===== src/rtl/ysyx_210544_wb_scoreboard_pkg.sv =====
// Shared types and constants for the write-back scoreboard slice.
// Holds the register-index/data bus types, the output-stage record and a popcount helper.
package ysyx_210544_wb_scoreboard_pkg;

  localparam int NREGS  = 32;
  localparam int XLEN   = 64;
  localparam int RIDX_W = 5;

  typedef logic [RIDX_W-1:0] BUS_RIDX;
  typedef logic [XLEN-1:0]   BUS_64;

  localparam BUS_64 ZERO_WORD = '0;

  typedef struct packed {
    logic    wen;
    BUS_RIDX rd;
    BUS_64   data;
  } wb_t;

  function automatic logic [5:0] popcnt32(input logic [NREGS-1:0] v);
    logic [5:0] cnt;
    cnt = '0;
    for (int i = 0; i < NREGS; i++) begin
      cnt = cnt + 6'(v[i]);
    end
    return cnt;
  endfunction

endpackage


===== src/rtl/ysyx_210544_rr_arb2.sv =====
// Two-way round-robin arbiter, combinational grant; the priority flop flips after every grant.
// Grants are forced low while rst is high; requesters hold their request until granted.
module ysyx_210544_rr_arb2 (
  input  logic clk,
  input  logic rst,
  input  logic req0_i,
  input  logic req1_i,
  output logic gnt0_o,
  output logic gnt1_o
);

  // prio1_q = 1 means requester 1 wins a tie (requester 0 was granted last)
  logic prio1_q, prio1_d;

  always_comb begin
    gnt0_o = 1'b0;
    gnt1_o = 1'b0;
    if (!rst) begin
      if (req0_i && (!req1_i || !prio1_q)) begin
        gnt0_o = 1'b1;
      end else if (req1_i) begin
        gnt1_o = 1'b1;
      end
    end
  end

  always_comb begin
    prio1_d = prio1_q;
    if (gnt0_o) begin
      prio1_d = 1'b1;
    end else if (gnt1_o) begin
      prio1_d = 1'b0;
    end
  end

  always_ff @(posedge clk) begin
    if (rst) begin
      prio1_q <= 1'b0;
    end else begin
      prio1_q <= prio1_d;
    end
  end

endmodule


===== src/rtl/ysyx_210544_wb_scoreboard.sv =====
// Register-file write-back controller: busy bitmap with RAW/WAW issue stall, ALU/LSU round-robin.
// Grant in T drives the regfile write in T+1; busy clears on that same edge; issue stalls via o_issue_ready.
module ysyx_210544_wb_scoreboard
  import ysyx_210544_wb_scoreboard_pkg::*;
(
  input  logic          clk,
  input  logic          rst,
  input  logic          i_flush,
  input  logic          i_issue_valid,
  input  BUS_RIDX       i_issue_rs1,
  input  logic          i_issue_rs1_ren,
  input  BUS_RIDX       i_issue_rs2,
  input  logic          i_issue_rs2_ren,
  input  BUS_RIDX       i_issue_rd,
  input  logic          i_issue_rd_wen,
  output logic          o_issue_ready,
  input  logic          i_alu_valid,
  input  BUS_RIDX       i_alu_rd,
  input  BUS_64         i_alu_data,
  output logic          o_alu_ready,
  input  logic          i_lsu_valid,
  input  BUS_RIDX       i_lsu_rd,
  input  BUS_64         i_lsu_data,
  output logic          o_lsu_ready,
  output BUS_RIDX       o_rd,
  output logic          o_rd_wen,
  output BUS_64         o_rd_data,
  output logic [NREGS-1:0] o_busy,
  output logic [5:0]    o_pending_cnt,
  output logic          o_idle
);

  logic [NREGS-1:0] busy_q, busy_d, set_vec, clr_vec;
  wb_t              wb_q, wb_d;
  logic             alu_gnt, lsu_gnt, hazard;

  ysyx_210544_rr_arb2 u_arb (
    .clk    (clk),
    .rst    (rst),
    .req0_i (i_alu_valid),
    .req1_i (i_lsu_valid),
    .gnt0_o (alu_gnt),
    .gnt1_o (lsu_gnt)
  );

  // No bypass of a same-cycle clear: readiness looks only at the registered bitmap
  assign hazard = (i_issue_rs1_ren && busy_q[i_issue_rs1])
               || (i_issue_rs2_ren && busy_q[i_issue_rs2])
               || (i_issue_rd_wen  && busy_q[i_issue_rd]);

  assign o_issue_ready = !rst && !hazard;
  assign o_alu_ready   = alu_gnt;
  assign o_lsu_ready   = lsu_gnt;

  always_comb begin
    wb_d     = wb_q;
    wb_d.wen = 1'b0;
    if (alu_gnt) begin
      wb_d = '{wen: (i_alu_rd != '0), rd: i_alu_rd, data: i_alu_data};
    end else if (lsu_gnt) begin
      wb_d = '{wen: (i_lsu_rd != '0), rd: i_lsu_rd, data: i_lsu_data};
    end
  end

  always_comb begin
    set_vec = '0;
    clr_vec = '0;
    if (i_issue_valid && o_issue_ready && i_issue_rd_wen && (i_issue_rd != '0)) begin
      set_vec[i_issue_rd] = 1'b1;
    end
    if (wb_q.wen) begin
      clr_vec[wb_q.rd] = 1'b1;
    end
    // Set is applied after clear so it wins on a collision; flush overrides both
    busy_d    = i_flush ? '0 : ((busy_q & ~clr_vec) | set_vec);
    busy_d[0] = 1'b0;
  end

  always_ff @(posedge clk) begin
    if (rst) begin
      busy_q <= '0;
      wb_q   <= '{wen: 1'b0, rd: '0, data: ZERO_WORD};
    end else begin
      busy_q <= busy_d;
      wb_q   <= wb_d;
    end
  end

  assign o_rd          = wb_q.rd;
  assign o_rd_wen      = wb_q.wen;
  assign o_rd_data     = wb_q.data;
  assign o_busy        = busy_q;
  assign o_pending_cnt = popcnt32(busy_q);
  assign o_idle        = (busy_q == '0) && !wb_q.wen && !i_alu_valid && !i_lsu_valid;

endmodule


===== config.mk =====
export PLATFORM = sky130hd
export DESIGN_NAME = ysyx_210544_wb_scoreboard
export DESIGN_NICKNAME = d
export VERILOG_FILES = /design/src/rtl/ysyx_210544_wb_scoreboard_pkg.sv /design/src/rtl/ysyx_210544_rr_arb2.sv /design/src/rtl/ysyx_210544_wb_scoreboard.sv
export SDC_FILE = /design/constraint.sdc
export NUM_CORES = 1
export LEC_CHECK = 0
export CAP_MARGIN = 20
export CORE_UTILIZATION = 39
export CTS_BUF_LIST = sky130_fd_sc_hd__clkbuf_8 sky130_fd_sc_hd__clkbuf_16
export DETAILED_ROUTE_END_ITERATION = 8
export PLACE_DENSITY = 0.78
export SLEW_MARGIN = 20
export SYNTH_ARGS = -nofsm -noshare
export SYNTH_HDL_FRONTEND = slang
export SYNTH_SLANG_ARGS = --single-unit

===== constraint.sdc =====
create_clock -name clk -period 5.13 [get_ports clk]
set_clock_uncertainty 0.1 [all_clocks]
set_input_delay 0.7695 -clock clk [delete_from_list [all_inputs] [get_ports clk]]
set_output_delay 0.7695 -clock clk [all_outputs]
set_load 0.05 [all_outputs]

Yosys cells after proc, flatten, opt, wreduce, memory -nomap -nowiden
Cells that the tools add are included.
{ "word_totals": {"register_bits": 103, "output_inout_bits": 112, "elab_cells": 95} }
{ "classes": {"add_sub_neg": 31, "order_cmp": 6, "muxes": 21, "bitwise": 3, "reduce_logical": 28} }
{ "ops": {"columns": ["operator", "n"], "rows": [
  ["$add 6x1->6", 26],
  ["$mux 70", 2],
  ["$mux 32", 2],
  ["$and 32x32->32", 1],
  ["$logic_not 32->1", 1],
  ["$not 32->32", 1],
  ["$or 32x32->32", 1],
  ["$lt 5x6->1 const B", 4],
  ["$bmux 1 s5", 3],
  ["$reduce_bool 5->1", 3],
  ["$logic_and 1x1->1", 13],
  ["$mux 1", 12],
  ["$demux 1 s5", 2],
  ["$ge 5x1->1 const B", 2],
  ["$add 5x1->6", 1],
  ["$logic_not 1->1", 6],
  ["$add 4x1->5", 1],
  ["$add 3x1->4", 1],
  ["$add 2x1->3", 1],
  ["$logic_or 1x1->1", 3],
  ["$add 1x1->2", 1],
  ["$reduce_bool 2->1", 1],
  ["$reduce_or 2->1", 1]
]} }

Depth between registers and ports, before layout
Gate-level depths: netlist of the first run.
{ "logic_depth": {"word_depth": 31, "mapped_depth": 17, "ltp_nobuf": 17} }

By module
Synthesis of the first run repeated with hierarchy kept, for this count alone.
{ "unflattened": {"cells_unflattened": 719, "area_unflattened_um2": 6362.4} }
{ "by_module_without_submodules": {"columns": ["module", "instances", "cells_per_inst", "area_per_inst_um2", "seq_area_each_um2"], "rows": [
  ["ysyx_210544_wb_scoreboard", 1, 712, 6301.0, 2021.9],
  ["ysyx_210544_rr_arb2", 1, 7, 61.3, 20.0]
]} }

Worst setup path after synthesis of the first run
No wires, ideal clock.
{ "synth_path": {"kind": "reg2out", "startpoint": "register busy_q[1], in the netlist o_busy[1]", "endpoint": "output port o_pending_cnt[4]", "t_arrival_ns": 5.569, "required_ns": 4.260, "setup_slack_ns": -1.308, "path_stages_with_launch": 18, "n_path_buf": 0, "cell_sequence": "dfxtp_1 inv_1 fa_1 inv_1 fa_1 fa_1 fa_1 fa_1 inv_1 fa_1 inv_1 fa_1 inv_1 fa_1 inv_1 a21o_1 a21oi_1 xnor2_1"} }
{ "synth_between": {"elab_chain_cells": 31} }
{ "synth_rtl": {"columns": ["element", "line_no", "source"], "rows": [
  ["start: declaration", "ysyx_210544_wb_scoreboard.sv:33", "logic [NREGS-1:0] busy_q, busy_d, set_vec, clr_vec;"],
  ["start signal: assignment", "ysyx_210544_wb_scoreboard.sv:84", "busy_q <= busy_d;"],
  ["$add 1x1->2", "ysyx_210544_wb_scoreboard_pkg.sv:24", "cnt = cnt + 6'(v[i]);"],
  ["$add 2x1->3", "ysyx_210544_wb_scoreboard_pkg.sv:24", null],
  ["$add 3x1->4", "ysyx_210544_wb_scoreboard_pkg.sv:24", null],
  ["$add 4x1->5", "ysyx_210544_wb_scoreboard_pkg.sv:24", null],
  ["$add 5x1->6", "ysyx_210544_wb_scoreboard_pkg.sv:24", null],
  ["$add 6x1->6 (26 in series)", "ysyx_210544_wb_scoreboard_pkg.sv:24", null],
  ["end: declaration", "ysyx_210544_wb_scoreboard.sv:29", "output logic [5:0] o_pending_cnt,"]
]} }
No other way between the ends.

Final worst setup path of the first run
{ "layout_path": {"startpoint": "register busy_q[22], in the netlist o_busy[22]", "endpoint": "output port o_pending_cnt[4]"} }
{ "layout_between": {"elab_chain_cells": 10} }
{ "layout_rtl": {"columns": ["element", "line_no"], "rows": [
  ["$add 6x1->6 (10 in series)", "ysyx_210544_wb_scoreboard_pkg.sv:24"]
]} }
No other way between the ends.

==> summary.md, run 1 <==
| Metric | Value |
|---|---|
| First-pass GRT wire length | 34,300 um |
| Comb power frac | 29.0% |
| Setup WS post-layout | -0.893 ns |
| Final net count | 1,115 |
| Cell with the most instances after synthesis | dfxtp_1 |
| Hold WC Path Type | register to register |
| Net Switching | 695 uW |
| Final setup TNS | -4.40 ns |
| CP endpoint | o_pending_cnt[4] |
| RSZ-0062 raised after global routing | true |
| Post-synth top flop | dfxtp_1 |
| Cell area after synthesis | 6350 um2 |
| Yosys warns | 0 |
| CTS root buf | clkbuf_16 |
| Synth async-reset ratio | 0% |
| Initial drt markers | 401 |
| Synth unique cells | 57 |
| H-tree levels | 3 |
| Gate count of the mapped netlist | 652 |
| Hold-fix buffers at CTS | 0 |
| Period minus WS final | 6.02 ns |
| Xor-xnor portion of the synthesized cell area | 0.414% |
| Grt ovf | 0 |
| Design Power | 2.13 mW |
| Die Y | 130 um |
| CTS Buf Count | 9 |
| Compound-gate portion of the synthesized area | 19.5% |
| Setup CP Type | register to output port |
| Pwr dens | 218 nW/um2 |
| Worst Path Arrival | 5.15 ns |
| Multi-input gate area | 3920 um2 |
| Sw Ratio | 32.6% |
| Area growth from synthesis to layout | 54.3% |
| Share of layout cells above drive strength 1 | 13.3% |
| Number of antenna-violating nets in the routed design | 0 |
| Power Internal | 1.44 mW |
| Adder-cell area share of the yosys netlist | 8.83% |
| Reg2Reg Capture Point | o_busy[6] |
| Post-synth EDFFs | 0 |
| Multiplexer area fraction after synthesis | 19.5% |
| CTS tree | yes |
| Total track usage | 27.0% |
| Largest net degree at the start of global routing | 121 |
| Failing checks | setup timing |
| Leak | 3.90 nW |
| Total die area | 16,800 um2 |
| DR vias/cell | 5.60 |
| Final HPWL DP | 17,300 um |
| Wire length per cell | 20.1 um |
| I/O pin total | 274 |
| Number of fill cells | 1,380 |
| Chip width | 130 um |
| Reg area | 2090 um2 |
| Final Hold Vio Count | 0 |
| Area contributors post-synth | dfxtp_1 32%, mux2i_1 13%, a211oi_1 8.4% |
| Clock Sinks | 102 |
| Remaining DRCs | 0 |
| Seq/Total Area, Yosys | 32.2% |
| Worst Reg-to-Reg Cells | 7 |
| WL final | 23,000 um |
| Fmax | 166 MHz |
| Port buffer count | 272 |
| Run status | complete, but fails checks |
| Clock-pin transition on the worst setup and hold timing paths | 0.07 ns |
| Relative max-transition margin | 45.8% |
| Total nets after synthesis | 845 |
| Mean Syn Cell Area | 9.73 um2 |
| Setup violations, final | 6 |
| Drt first pass iters | 6 |
| Crit path launch type | register |
| Maximum vdd drop | 0.143 mV |
| Final Max Tran Viols | 0 |
| Worst-margin pin slew | 0.813 ns |
| Synth Register Bits | 102 |
| Synth top area share | 32.2% |
| Final hold slack | 0.430 ns |
| N_diodes | 0 |
| Core box area | 15,900 um2 |
| Main combinational cell family by area after synthesis | multiplexers |
| CP Launch Point | o_busy[22] |
| Commonest cells in the netlist | 102 x dfxtp_1, 83 x mux2i_1, 81 x nor2_1, 71 x a211oi_1, 41 x inv_1 |
| Max cap viols | 0 |
| Area share of and/or/nand/nor cells after synthesis | 12.1% |
| R2r startpoint | o_busy[29] |
| Clock power frac | 30.5% |
| Clock Tree Buf Depth | 2 |
| Effective utilization at floorplan | 39.9% |
| Yosys top cell by area | dfxtp_1 |
| CP endpoint kind | output port |
| Routed vias | 6,398 |
| Ratio of final minimum period to clock period | 117% |
| Initial antenna violation count | 0 |
| R2R setup slack | 2.20 ns |
| RePlAce Congestion | 0.968 |
| Seq pwr share | 40.5% |
| Clock Latency Late Sink | 0.34 ns |
| Largest fanout on the critical path | 2 |
| Hold Path Origin | u_arb.prio1_q |
| Number of global-route vias before repair | 6,158 |
| CP required | 4.26 ns |
| Row Count | 46 |
==> layout by cell type, fill, tap and decap left out, types with 4 or more instances in the layout <==
cell type	count
fa_1	21
o211ai_1	30
buf_4	39
nand2_1	18
or3b_2	4
o41ai_1	14
nand3b_1	10
dfxtp_4	12
buf_12	5
clkdlybuf4s50_1	263
inv_1	39
buf_6	4
nor2_1	81
mux2_2	5
a211oi_1	71
o31ai_1	8
nand4_1	6
clkbuf_16	9
dfxtp_1	87
mux2i_1	83
ha_1	8
or3_1	4
o21ai_0	12
nand3_1	8
mux4_2	12
nor4_1	6
==> layer usage <==
metal	share of wire, %	track usage (%)	wire (um)
met5	0	0	0
met4	4.0	11.8	919
met3	10	8.22	2390
met2	49	45.5	11200
met1	37	31.8	8450
==> flip-flops by register name, indices dropped and copies added (netlist names) <==
name	cells
u_arb.prio1_q	1
o_rd	5
o_rd_wen	1
o_rd_data	64
o_busy	31
==> cell families after synthesis <==
group                      Yosys count
xor gates and xnor gates             3
muxes                              103
AOI/OAI and AO/OA                  160
DFF                                102
and+or+nand+nor                    158
buffers and inverters               94
adders and majority gates           31
other                                1
==> worst min path at each step <==
stage,to,slack (ns),depth (start not counted)
detailed placement,u_arb.prio1_q,0.42,2
CTS,u_arb.prio1_q,0.44,2
floorplan,u_arb.prio1_q,0.39,2
global placement,u_arb.prio1_q,0.40,2
global route,o_rd_data[45],0.47,2
finish,u_arb.prio1_q,0.43,2
==> power by group through the flow <==
stage	Sequential (mW)	Clock [mW]	Combinational, mW
floorplan	1.04	0	0.200
global placement	0.881	0	0.613
detailed placement	0.881	0	0.618
CTS	0.864	0.661	0.620
global route	0.870	0.698	0.648
finish	0.864	0.650	0.619
==> area by class of cell <==
class / count / share of cell area [%]
inverters: 41 / 1.61
multi-input cells: 456 / 40.1
repair buffers: 312 / 31.4
clock inverters: 6 / 0.383
well taps: 216 / 2.76
clock buffers: 10 / 2.44
flip-flops and latches: 102 / 21.3
==> worst max-delay path: stages (launching register included) <==
cell,delay (ns)
dfxtp_4,0.35
fa_1,0.50
fa_1,0.53
inv_1,0.05
fa_1,0.48
inv_1,0.05
fa_1,0.47
fa_1,0.49
inv_1,0.05
fa_1,0.48
inv_1,0.05
fa_2,0.34
inv_2,0.07
fa_2,0.20
inv_1,0.04
a21o_1,0.20
a21oi_4,0.18
xnor2_4,0.14
buf_12,0.15
==> stage by stage <==
stage                     setup slack, ns  instances  util (%)  instance area (um2)
after floorplan                    -0.534        652         -                 6470
after global placement             -0.489       1123      59.6                 9460
after detailed placement           -0.545       1123      59.6                 9460
final                              -0.893       1143      61.6                 9790
after global routing                -1.07       1143      61.6                 9790
after CTS                          -0.924       1141      61.5                 9770
==> timing repair <==
item	CTS	global route
gates resized for setup	4	0
pin swaps	5	4
gates cloned	0	0
setup endpoints to repair	6	6
setup buffers	2	2
Note: power is estimated with default switching activity, not from simulation.
==> inputs of run 2 (changes only) <==
--- a/config.mk
+++ b/config.mk
@@ -5,6 +5,7 @@
 export SDC_FILE = /design/constraint.sdc
 export NUM_CORES = 1
 export LEC_CHECK = 0
+export ABC_CLOCK_PERIOD_IN_PS = 5130
 export CAP_MARGIN = 20
 export CORE_UTILIZATION = 39
 export CTS_BUF_LIST = sky130_fd_sc_hd__clkbuf_8 sky130_fd_sc_hd__clkbuf_16
==> results of run 2 <==
Final layout, timing and power as in run 1 (identical DEF).
==> inputs of run 3 (changes only) <==
--- a/config.mk
+++ b/config.mk
@@ -5,12 +5,12 @@
 export SDC_FILE = /design/constraint.sdc
 export NUM_CORES = 1
 export LEC_CHECK = 0
-export ABC_CLOCK_PERIOD_IN_PS = 5130
+export ABC_CLOCK_PERIOD_IN_PS = 5600
 export CAP_MARGIN = 20
-export CORE_UTILIZATION = 39
+export CORE_UTILIZATION = 43
 export CTS_BUF_LIST = sky130_fd_sc_hd__clkbuf_8 sky130_fd_sc_hd__clkbuf_16
 export DETAILED_ROUTE_END_ITERATION = 8
-export PLACE_DENSITY = 0.78
+export PLACE_DENSITY = 0.81
 export SLEW_MARGIN = 20
 export SYNTH_ARGS = -nofsm -noshare
 export SYNTH_HDL_FRONTEND = slang
==> constraint.sdc (replaced) <==
create_clock -name clk -period 5.6 [get_ports clk]
set_clock_uncertainty 0.1 [all_clocks]
set_input_delay 0.84 -clock clk [delete_from_list [all_inputs] [get_ports clk]]
set_output_delay 0.84 -clock clk [all_outputs]
set_load 0.05 [all_outputs]
==> summary.md, run 3 (synthesis gave the netlist of run 1 again) <==
| Metric | Value |
|---|---|
| Remaining DRCs | 2 (+2) |
| DR vias/cell | 5.74 (+2.6%) |
| I/O pin total | 274 (unchanged) |
| RSZ-0062 raised after global routing | true |
| CP required | 4.66 ns (+0.40 ns) |
| Setup violations, final | 5 (-1) |
| Placed cell count | 1,086 (-3.3%) |
| Pwr dens | 208 nW/um2 (-4.7%) |
| Commonest non-fill, non-tap cell in the layout | clkdlybuf4s50_1 |
| Setup CP Type | register to output port |
| Largest fanout on the critical path | 2 (unchanged) |
| Maximum vdd drop | 0.139 mV (-2.9%) |
| Chip width | 123 um (-4.7%) |
| CP endpoint kind | output port |
| Pre-CTS setup slack | -0.160 ns (+0.385 ns) |
| Hold WC Path Type | register to register |
| Run status | complete, but fails checks |
| Initial drt markers | 490 (+22%) |
| First-pass GRT wire length | 33,600 um (-2.2%) |
| Hold-fix buffers at CTS | 0 (unchanged) |
| N_diodes | 0 (unchanged) |
| Effective utilization at floorplan | 43.8% (+3.9 points) |
| Row Count | 44 (-4.3%) |
| CTS root buf | clkbuf_16 |
| Finished Core Util | 67.3% (+5.7 points) |
| Max cap viols | 0 (unchanged) |
| CTS Buf Count | 9 (unchanged) |
| Grt ovf | 0 (unchanged) |
| Crit path launch type | register |
| Period minus WS final | 6.07 ns |
| Finished Layout Cells | 1,106 (-3.2%) |
| Failing checks | DRC, setup timing |
| Clock Tree Buf Depth | 2 (unchanged) |
| H-tree levels | 3 (unchanged) |
| Max reg flops | 64 (unchanged) |
| Worst hold stages | 2 (unchanged) |
| Clock Sinks | 102 (unchanged) |
| Ratio of final minimum period to clock period | 108% |
| Area growth from synthesis to layout | 53.6% |
| Final Hold Vio Count | 0 (unchanged) |
| Routed vias | 6,351 (-0.73%) |
| Largest net degree at the start of global routing | 85 (-30%) |
| Fmax | 165 MHz |
| Total track usage | 29.4% (+2.4 points) |
| Clock Latency Late Sink | 0.34 ns (about the same) |
| Worst Path Arrival | 5.13 ns (-0.02 ns) |
| Final setup TNS | -1.93 ns (+2.47 ns) |
| CTS tree | yes |
| WL final | 22,600 um (-1.7%) |
| Clock-pin transition on the worst setup and hold timing paths | 0.07 ns (about the same) |
| Worst Reg-to-Reg Cells | 8 (+1) |
| Wire length per cell | 20.4 um (+1.6%) |
| Total die area | 15,200 um2 (-9.2%) |
| Die Y | 123 um (-4.7%) |
| Core box area | 14,500 um2 (-8.9%) |
| Share of layout cells above drive strength 1 | 13.6% (+0.29 points) |
| Final net count | 1,110 (-0.45%) |
| Final Max Tran Viols | 0 (unchanged) |
| Number of global-route vias before repair | 6,060 (-1.6%) |
| Commonest cells after routing, fill and taps aside | 264 x clkdlybuf4s50_1, 87 x dfxtp_1, 83 x mux2i_1, 81 x nor2_1, 71 x a211oi_1 |
| Worst-margin pin slew | 0.782 ns (-0.0309 ns) |
| RePlAce Congestion | 0.929 (-4.0%) |
| Number of antenna-violating nets in the routed design | 0 (unchanged) |
| Drt first pass iters | 8 (+2) |
| Final HPWL DP | 16,600 um (-4.1%) |
| Relative max-transition margin | 47.8% (+2.1 points) |
| Final hold slack | 0.431 ns (+0.00166 ns) |
| Initial antenna violation count | 0 (unchanged) |
| R2R setup slack | 2.64 ns (+0.44 ns) |
| Setup WS post-layout | -0.470 ns (+0.423 ns) |
| Port buffer count | 272 (unchanged) |
| Leak | 3.88 nW (-0.47%) |
==> run 3: cell types whose count changed in the layout (fill, tap and decap cells not counted), moves of 3 or more <==
cell,previous run,this run
buf_4,39,34
inv_1,39,34
clkbuf_8,1,4
fa_1,21,18
fa_2,2,5
inv_2,3,6
==> run 3: path summary, 6_finish.rpt <==
| kind | end | start |
|---|---|---|
| worst min-delay path | u_arb.prio1_q | u_arb.prio1_q |
| worst max register to register | o_busy[16] | o_busy[18] |
| worst max-delay path | o_pending_cnt[4] | o_busy[1] |
| worst min register to register | u_arb.prio1_q | u_arb.prio1_q |
==> run 3: per-stage QoR <==
stage          cell area, um2  total power, mW
6_report                 9750             2.02
5_1_grt                  9750             2.10
4_1_cts                  9730             2.03
3_5_place_dp             9370             1.37
3_3_place_gp             9370             1.37
2_1_floorplan            6450             1.13
==> run 3: where the power goes <==
| group | internal [mW] | switching, mW |
|---|---|---|
| sequential | 0.763 | 0.0290 |
| combinational | 0.242 | 0.324 |
| clock | 0.394 | 0.271 |
| total | 1.40 | 0.624 |
==> run 3: worst max-delay path, cell delays in order (launching register included) <==
cell and delay, ns:
dfxtp_4 0.35, inv_2 0.04, fa_1 0.55, inv_1 0.06, fa_2 0.53, fa_1 0.44, fa_2 0.43, fa_1 0.49
inv_1 0.05, fa_1 0.49, inv_2 0.04, fa_2 0.35, inv_2 0.07, fa_2 0.21, inv_1 0.04, a21o_1 0.20
a21oi_4 0.18, xnor2_4 0.14, buf_12 0.15
==> run 3: area by class of cell <==
type / instances / area (um2)
inverter: 41 / 158
clock buffer: 13 / 280
timing repair buffer: 307 / 3040
clock inverter: 3 / 40.0
sequential: 102 / 2090
tap: 184 / 230
multi-input combinational: 456 / 3910
fill: 1116 / 4730
==> run 3: what timing repair did <==
| action | 4_1_cts | 5_1_grt |
|---|---|---|
| pin swaps | 8 | 3 |
| gates resized for setup | 7 | 4 |
| buffers inserted | 2 | 2 |
| endpoints found under the setup margin | 5 | 5 |
==> run 3: layer usage <==
metal / up-vias / global-route usage [%] / wire [um]
met5: - / 0 / 0
met4: 0 / 13.6 / 943
met3: 76 / 9.46 / 2600
met2: 408 / 47.0 / 10600
met1: 2902 / 35.9 / 8450
li1: 2965 / - / -
